**config.mk**
```make
export PLATFORM = sky130hd
export DESIGN_NAME = exe_stage_flat
export DESIGN_NICKNAME = d
export VERILOG_FILES = /design/src/rtl/exe_stage_if.sv /design/src/rtl/exe_stage.sv /design/src/flat_wrapper.sv
export SDC_FILE = /design/constraint.sdc
export NUM_CORES = 1
export LEC_CHECK = 0
export ABC_AREA = 1
export BUFFER_PORTS_ARGS = -buffer_cell sky130_fd_sc_hd__buf_2
export CAP_MARGIN = 20
export CORE_MARGIN = 2
export CORE_UTILIZATION = 39
export CTS_CLUSTER_DIAMETER = 30
export CTS_CLUSTER_SIZE = 20
export DETAILED_ROUTE_END_ITERATION = 8
export GPL_TIMING_DRIVEN = 0
export SYNTH_ARGS = -nofsm -noshare
export SYNTH_HDL_FRONTEND = slang
export SYNTH_SLANG_ARGS = --single-unit
```
**constraint.sdc**
```tcl
create_clock -name clk -period 5.7 [get_ports clk]
set_input_delay 0.57 -clock clk [delete_from_list [all_inputs] [get_ports clk]]
set_output_delay 0.57 -clock clk [all_outputs]
set_load 0.02 [all_outputs]
```
**src/rtl/exe_stage_if.sv**
```systemverilog
// ============================================================================
//  exe_stage_if -- ID/EXE operand/control bundle and EXE stage results
//  Revision: 1.0  initial release
// ============================================================================
`default_nettype none

interface exe_stage_if;
   logic        freeze;
   logic [3:0]  executeCommand;
   logic        s;
   logic        immediate;
   logic        memRead;
   logic        memWrite;
   logic        branch;
   logic        pushEn;
   logic        popEn;
   logic [31:0] PC;
   logic [31:0] reg1Val;
   logic [31:0] reg2Val;
   logic [11:0] shiftOperand;
   logic [23:0] signedImmediate;
   logic        C;
   logic [31:0] aluResult;
   logic [31:0] branchAddr;
   logic        branchTaken;
   logic [3:0]  srOut;
   logic [31:0] spOut;
   logic        stackErr;

   modport master (
      output freeze, executeCommand, s, immediate, memRead, memWrite, branch,
             pushEn, popEn, PC, reg1Val, reg2Val, shiftOperand, signedImmediate, C,
      input  aluResult, branchAddr, branchTaken, srOut, spOut, stackErr
   );

   modport slave (
      input  freeze, executeCommand, s, immediate, memRead, memWrite, branch,
             pushEn, popEn, PC, reg1Val, reg2Val, shiftOperand, signedImmediate, C,
      output aluResult, branchAddr, branchTaken, srOut, spOut, stackErr
   );
endinterface

`default_nettype wire

```
**src/rtl/exe_stage.sv**
```systemverilog
// ============================================================================
//  exe_stage -- execute stage: Val2 generation, ALU, branch target, status
//               register and optional hardware stack (EXE_STAGE_STACK_EN).
//  Revision: 1.0  initial release
// ============================================================================
`default_nettype none

module exe_stage #(
   parameter logic [31:0] STACK_TOP   = 32'h0000_0800,
   parameter int          STACK_DEPTH = 64
) (
   input  logic       clk,
   input  logic       rst,
   exe_stage_if.slave bus
);

   logic [31:0] w_imm32;
   logic [63:0] w_imm_rot;
   logic [63:0] w_reg_rot;
   logic [4:0]  w_shamt;
   logic [31:0] w_shifted;
   logic [31:0] w_val2;

   // Rotations use a doubled word so a right shift exposes the wrapped bits.
   always_comb begin
      w_imm32   = {24'b0, bus.shiftOperand[7:0]};
      w_imm_rot = {w_imm32, w_imm32} >> {bus.shiftOperand[11:8], 1'b0};
      w_shamt   = bus.shiftOperand[11:7];
      w_reg_rot = {bus.reg2Val, bus.reg2Val} >> w_shamt;
      case (bus.shiftOperand[6:5])
         2'b00:   w_shifted = bus.reg2Val << w_shamt;
         2'b01:   w_shifted = bus.reg2Val >> w_shamt;
         2'b10:   w_shifted = $unsigned($signed(bus.reg2Val) >>> w_shamt);
         default: w_shifted = w_reg_rot[31:0];
      endcase
      if (bus.immediate)
         w_val2 = w_imm_rot[31:0];
      else if (bus.memRead || bus.memWrite)
         w_val2 = {20'b0, bus.shiftOperand};
      else
         w_val2 = w_shifted;
   end

   logic [32:0] w_sum;
   logic [31:0] w_res;
   logic        w_arith;
   logic        w_sub;
   logic        w_valid;
   logic        w_b31;
   logic        w_ovf;
   logic [3:0]  w_flags;
   logic [3:0]  r_sr;

   always_comb begin
      w_sum   = 33'd0;
      w_res   = 32'd0;
      w_arith = 1'b0;
      w_sub   = 1'b0;
      w_valid = 1'b1;
      case (bus.executeCommand)
         4'b0001: w_res = w_val2;
         4'b1001: w_res = ~w_val2;
         4'b0010: begin
            w_arith = 1'b1;
            w_sum   = {1'b0, bus.reg1Val} + {1'b0, w_val2};
         end
         4'b0011: begin
            w_arith = 1'b1;
            w_sum   = {1'b0, bus.reg1Val} + {1'b0, w_val2} + {32'd0, bus.C};
         end
         4'b0100: begin
            w_arith = 1'b1;
            w_sub   = 1'b1;
            w_sum   = {1'b0, bus.reg1Val} + {1'b0, ~w_val2} + 33'd1;
         end
         4'b0101: begin
            w_arith = 1'b1;
            w_sub   = 1'b1;
            w_sum   = {1'b0, bus.reg1Val} + {1'b0, ~w_val2} + {32'd0, bus.C};
         end
         4'b0110: w_res = bus.reg1Val & w_val2;
         4'b0111: w_res = bus.reg1Val | w_val2;
         4'b1000: w_res = bus.reg1Val ^ w_val2;
         default: w_valid = 1'b0;
      endcase
      if (w_arith)
         w_res = w_sum[31:0];
      // Overflow: operands share a sign (after inverting for subtract) and the result differs.
      w_b31 = w_sub ? ~w_val2[31] : w_val2[31];
      w_ovf = (bus.reg1Val[31] == w_b31) && (w_res[31] != bus.reg1Val[31]);
      if (!w_valid)
         w_flags = r_sr;
      else
         w_flags = {w_res[31], (w_res == 32'd0),
                    w_arith ? w_sum[32] : r_sr[1],
                    w_arith ? w_ovf     : r_sr[0]};
   end

   always_ff @(posedge clk or posedge rst) begin
      if (rst)
         r_sr <= 4'b0000;
      else if (!bus.freeze && bus.s)
         r_sr <= w_flags;
   end

   assign bus.srOut       = r_sr;
   assign bus.branchAddr  = bus.PC + {{6{bus.signedImmediate[23]}}, bus.signedImmediate, 2'b00};
   assign bus.branchTaken = bus.branch;

`ifdef EXE_STAGE_STACK_EN
   localparam int               c_cnt_w = $clog2(STACK_DEPTH + 1);
   localparam logic [c_cnt_w-1:0] c_depth = c_cnt_w'(STACK_DEPTH);

   logic [31:0]        r_sp;
   logic [c_cnt_w-1:0] r_count;
   logic               r_err;
   logic               w_push_ok;
   logic               w_pop_ok;
   logic               w_err;

   always_comb begin
      w_push_ok = bus.pushEn && !bus.popEn && (r_count != c_depth);
      w_pop_ok  = bus.popEn && !bus.pushEn && (r_count != '0);
      w_err     = (bus.pushEn || bus.popEn) && !w_push_ok && !w_pop_ok;
   end

   always_ff @(posedge clk or posedge rst) begin
      if (rst) begin
         r_sp    <= STACK_TOP;
         r_count <= '0;
         r_err   <= 1'b0;
      end else if (!bus.freeze) begin
         if (w_push_ok) begin
            r_sp    <= r_sp - 32'd4;
            r_count <= r_count + c_cnt_w'(1);
         end else if (w_pop_ok) begin
            r_sp    <= r_sp + 32'd4;
            r_count <= r_count - c_cnt_w'(1);
         end
         if (w_err)
            r_err <= 1'b1;
      end
   end

   // Push wins the address mux even when both enables are raised.
   assign bus.aluResult = bus.pushEn ? (r_sp - 32'd4) : (bus.popEn ? r_sp : w_res);
   assign bus.spOut     = r_sp;
   assign bus.stackErr  = r_err;
`else
   logic w_unused_stack;
   assign w_unused_stack = bus.pushEn | bus.popEn;
   assign bus.aluResult  = w_res;
   assign bus.spOut      = STACK_TOP;
   assign bus.stackErr   = 1'b0;
`endif

endmodule

`default_nettype wire

```
**src/flat_wrapper.sv**
```systemverilog
// flat-port wrapper written by rule: the top's interface ports become plain ports
module exe_stage_flat 
#(
   parameter logic [31:0] STACK_TOP   = 32'h0000_0800,
   parameter int          STACK_DEPTH = 64
)
  (clk, rst, bus_freeze, bus_executeCommand, bus_s, bus_immediate, bus_memRead, bus_memWrite, bus_branch, bus_pushEn, bus_popEn, bus_PC, bus_reg1Val, bus_reg2Val, bus_shiftOperand, bus_signedImmediate, bus_C, bus_aluResult, bus_branchAddr, bus_branchTaken, bus_srOut, bus_spOut, bus_stackErr);
  exe_stage_if bus_i ();
  input  logic clk;
  input  logic rst;
  input wire logic [$bits(bus_i.freeze)-1:0] bus_freeze;
  input wire logic [$bits(bus_i.executeCommand)-1:0] bus_executeCommand;
  input wire logic [$bits(bus_i.s)-1:0] bus_s;
  input wire logic [$bits(bus_i.immediate)-1:0] bus_immediate;
  input wire logic [$bits(bus_i.memRead)-1:0] bus_memRead;
  input wire logic [$bits(bus_i.memWrite)-1:0] bus_memWrite;
  input wire logic [$bits(bus_i.branch)-1:0] bus_branch;
  input wire logic [$bits(bus_i.pushEn)-1:0] bus_pushEn;
  input wire logic [$bits(bus_i.popEn)-1:0] bus_popEn;
  input wire logic [$bits(bus_i.PC)-1:0] bus_PC;
  input wire logic [$bits(bus_i.reg1Val)-1:0] bus_reg1Val;
  input wire logic [$bits(bus_i.reg2Val)-1:0] bus_reg2Val;
  input wire logic [$bits(bus_i.shiftOperand)-1:0] bus_shiftOperand;
  input wire logic [$bits(bus_i.signedImmediate)-1:0] bus_signedImmediate;
  input wire logic [$bits(bus_i.C)-1:0] bus_C;
  output wire logic [$bits(bus_i.aluResult)-1:0] bus_aluResult;
  output wire logic [$bits(bus_i.branchAddr)-1:0] bus_branchAddr;
  output wire logic [$bits(bus_i.branchTaken)-1:0] bus_branchTaken;
  output wire logic [$bits(bus_i.srOut)-1:0] bus_srOut;
  output wire logic [$bits(bus_i.spOut)-1:0] bus_spOut;
  output wire logic [$bits(bus_i.stackErr)-1:0] bus_stackErr;
  assign bus_i.freeze = bus_freeze;
  assign bus_i.executeCommand = bus_executeCommand;
  assign bus_i.s = bus_s;
  assign bus_i.immediate = bus_immediate;
  assign bus_i.memRead = bus_memRead;
  assign bus_i.memWrite = bus_memWrite;
  assign bus_i.branch = bus_branch;
  assign bus_i.pushEn = bus_pushEn;
  assign bus_i.popEn = bus_popEn;
  assign bus_i.PC = bus_PC;
  assign bus_i.reg1Val = bus_reg1Val;
  assign bus_i.reg2Val = bus_reg2Val;
  assign bus_i.shiftOperand = bus_shiftOperand;
  assign bus_i.signedImmediate = bus_signedImmediate;
  assign bus_i.C = bus_C;
  assign bus_aluResult = bus_i.aluResult;
  assign bus_branchAddr = bus_i.branchAddr;
  assign bus_branchTaken = bus_i.branchTaken;
  assign bus_srOut = bus_i.srOut;
  assign bus_spOut = bus_i.spOut;
  assign bus_stackErr = bus_i.stackErr;
  exe_stage #(.STACK_TOP(STACK_TOP), .STACK_DEPTH(STACK_DEPTH)) u_core (.clk(clk), .rst(rst), .bus(bus_i));
endmodule
```
==> results.txt <==
- Seq/Total Area, Yosys: 0.577%
* Rel. slew slack: 36.9%
- Drt first pass iters: 8
- Total die area: 46200 µm²
* Chip width: 215 µm
- After detailed placement, the design holds a cell count of 4391.
- Wire length of the first global-routing pass: 139000 µm
- Counting along the longest clock path gives a buffer depth of 2.
- The total area inside the core boundary comes to 44000 µm².
- Clock latency on the worst-skew pair, taken at its later pin, is 220 ps.
- The slowest stage of the critical path belongs to the cell nand4_1.
- Portion of synthesized cell area occupied by the leading cell type: 26.2%
- Routed Antenna Nets: 0
* Top area cells in the synthesized netlist: nand2_1 26%, nand3_1 18%, inv_1 9.8%
* Cts bufs inserted: 3
- Max-cap violations: 0
* Post-synthesis to final-layout area growth: 27.9%
- The worst path uses 99.5% of the clock period.
- Peak supply drop: 0.0878 mV
- Setup repair after global routing could not meet its margin everywhere.
- The number of global-route vias before repair was 23300.
* Commonest cells in the netlist: 1212 x nand2_1, 633 x nand3_1, 454 x inv_1, 281 x nor2_1, 164 x a21oi_1
- Initial antenna violation count: 1
- Count of H-tree levels built during CTS: 1
- The worst setup path is of the in2reg kind.
* Worst Clk Skew: 0 ps
- The final max-slew violation count is 0.
* Top achievable clock speed: 0.176 GHz
- Summing over every cut layer, the via total after detailed routing is 25400.
- Data on the critical path is required at its endpoint by 5860 ps.
* Leading register cell type out of synthesis: dfrtp_1
- The tightest min-delay check is of the in2async type.
- In this run, the number of DRC markers left after iteration 0 of detailed routing was 2620.
- Number of primary I/O pins: 249
- The cell sitting at the root of the clock tree is a clkbuf_16.
- Net count, final: 4141
- CTS tree: built
* Number of flip-flops in the largest register: 4
- In this run, synthesis inferred 0 flip-flops with an integrated enable.
- Summing all non-filler instances in the final layout gives an area of 22200 µm².
- Maximum cell stage delay along the critical path: 390 ps
- The final-report hold violation count is 0.
- In this run the power density over the cells is 145 nW/µm².
- Layout cell share with drive strength beyond 1: 25.6%
- Count of unique library cells instantiated by Yosys: 55
- Entering global routing, the biggest net connects 11 pins.
- Min cycle time layout: 5670 ps
- For the worst setup path, the data arrival time is 5830 ps.
* Clock input transition at the sequential cells of the worst setup and hold paths: 30 ps
- Routability-driven placement finished with a final weighted congestion of 1.10.
- In this run, synthesis produced a sequential element count of 4.
- Summed over all nets, the half-perimeter wirelength after detailed placement is 79100 µm.
- After technology mapping, the gate count stands at 3562.
- Die boundary height: 215 µm
* Outcome: completed
- Once layout is complete, the cells apart from fillers number 4452.
- Final count of negative-setup-slack endpoints: 0
- Mean post-synth cell area: 4.87 µm²
- Detailed Route WL: 95400 µm
* Number of buffers inserted by hold repair at cts: 0
- Leakage power: 11.8 nW
- Number of clock sinks seen by CTS: 4
* Synth warnings: 0
- Crit start category: input port
- The cell that appears most often on the critical path is nand2_1.
* Number of buffers inserted by port buffering: 206
- Maximum net fanout on the critical path: 8
* Most common cell in the netlist: nand2_1
* Remaining Overflow, GRT: 0
- Total placed instance area: 19200 µm²
- The initial utilization of the core area, before any placement, comes to 39.4%.
- Mean number of vias per cell: 5.71
- Site row count: 77
* Slew @ Worst Pin: 943 ps
- GRT Total Usage: 39.0%
- Of all cell types, the one taking the most synthesized area is nand2_1.
- Fraction of synthesis flops using an asynchronous set or reset pin: 100%
- Remaining design rule violation count: 0
- Wire per inst: 21.4 µm
- Cell area after technology mapping: 17300 µm²
- Endpoint kind of the worst setup timing path: flip-flop
## cell type report
cell class	count	area [µm²]
plain buffers	172	1180
well taps	592	741
clock buffers	3	75.1
flip-flops and latches	4	100
fillers	5080	21800
inverters	484	1860
repair buffers	265	1510
diodes	1	2.50
multi-input cells	2931	16700
## logic make-up (layout without fill, tap and decap cells)
| kind of cell | count (synthesis) | after routing | share of synthesized area, % |
|---|---|---|---|
| adders and majority gates | 133 | 133 | 9.72 |
| and+or+nand+nor | 2323 | 2323 | 58.8 |
| AOI/OAI and AO/OA | 409 | 409 | 13.4 |
| xor gates and xnor gates | 32 | 32 | 1.62 |
| other | 2 | 34 | 0.0433 |
| buffers and inverters | 658 | 924 | 15.8 |
| muxes | 1 | 1 | 0.0577 |
| DFF | 4 | 4 | 0.577 |
## layer usage
| layer | up-vias | track usage (%) | wire length (µm) | part of all wire [%] |
|---|---|---|---|---|
| met4 | 0 | 28.7 | 8920 | 9.3 |
| met5 | - | 0 | 0 | 0 |
| met1 | 11400 | 46.7 | 36000 | 38 |
| met2 | 1532 | 64.0 | 41700 | 44 |
| li1 | 12000 | - | - | - |
| met3 | 413 | 4.91 | 8760 | 9.2 |
## stage by stage
step / power, mW / util, % / TNS [ps] / hold slack (ps) / setup slack, ps
after floorplan: 1.79 / - / 0 / 336 / 934
after global placement: 2.59 / 43.7 / -15960 / 453 / -910
after detailed placement: 2.59 / 43.7 / -14180 / 460 / -873
after CTS: 2.82 / 45.8 / -12.4 / 230 / -12.4
after global routing: 3.45 / 50.4 / -424 / 256 / -71.5
final: 3.22 / 50.4 / 0 / 230 / 27.5
## worst paths after layout
kind | start | to | slack, ps | depth (start not counted)
worst max-delay path | bus_shiftOperand[7] | u_core.bus.srOut[2] | 30 | 37
worst min-delay path | rst | u_core.bus.srOut[2] | 230 | 2
worst max register to register | u_core.bus.srOut[1] | u_core.bus.srOut[1] | 5010 | 1
worst min register to register | u_core.bus.srOut[3] | u_core.bus.srOut[3] | 470 | 2
max in group asynchronous | rst | u_core.bus.srOut[3] | 5310 | 2
min in group clk | u_core.bus.srOut[3] | u_core.bus.srOut[3] | 470 | 2
## critical path, delay by kind of cell
kind	cells	cell delay (ps)
AO/OA/AOI/OAI	3	500
adder cells (fa/ha/maj)	1	320
buffers and inverters	7	940
AND/OR/NAND/NOR	26	3480
## power by group
group          internal, mW  total (mW)  switching [mW]
clock network        0.0897       0.111          0.0209
registers            0.0342      0.0371         0.00291
logic                 0.948        3.08            2.13
total                  1.07        3.22            2.15
## cell usage in the layout, fill, tap and decap left out, types with 11 or more instances in the layout
cell type,instances
conb_1,33
nor2_1,202
nand2_2,164
nand3_2,96
nor3_1,12
nand3_4,23
buf_4,116
nor2_4,65
a21oi_2,22
clkbuf_4,11
nor2_2,62
inv_2,37
o211ai_1,34
buf_6,23
o21ai_2,13
xor2_1,23
a21oi_1,144
o21ai_0,74
clkbuf_1,29
o21ai_1,33
nand2_1,1065
buf_2,221
nand4_1,39
o22ai_1,32
ha_4,14
inv_1,432
clkbuf_2,24
nand2_4,23
ha_1,107
nand3_1,535
## what timing repair did
action | CTS | global route
pin swaps | 32 | 112
resized for setup | 228 | 512
setup buffers | 21 | 36
cloned | 1 | 1
setup endpoints to repair | 31 | 27
Note: power is estimated with default switching activity, not from simulation.
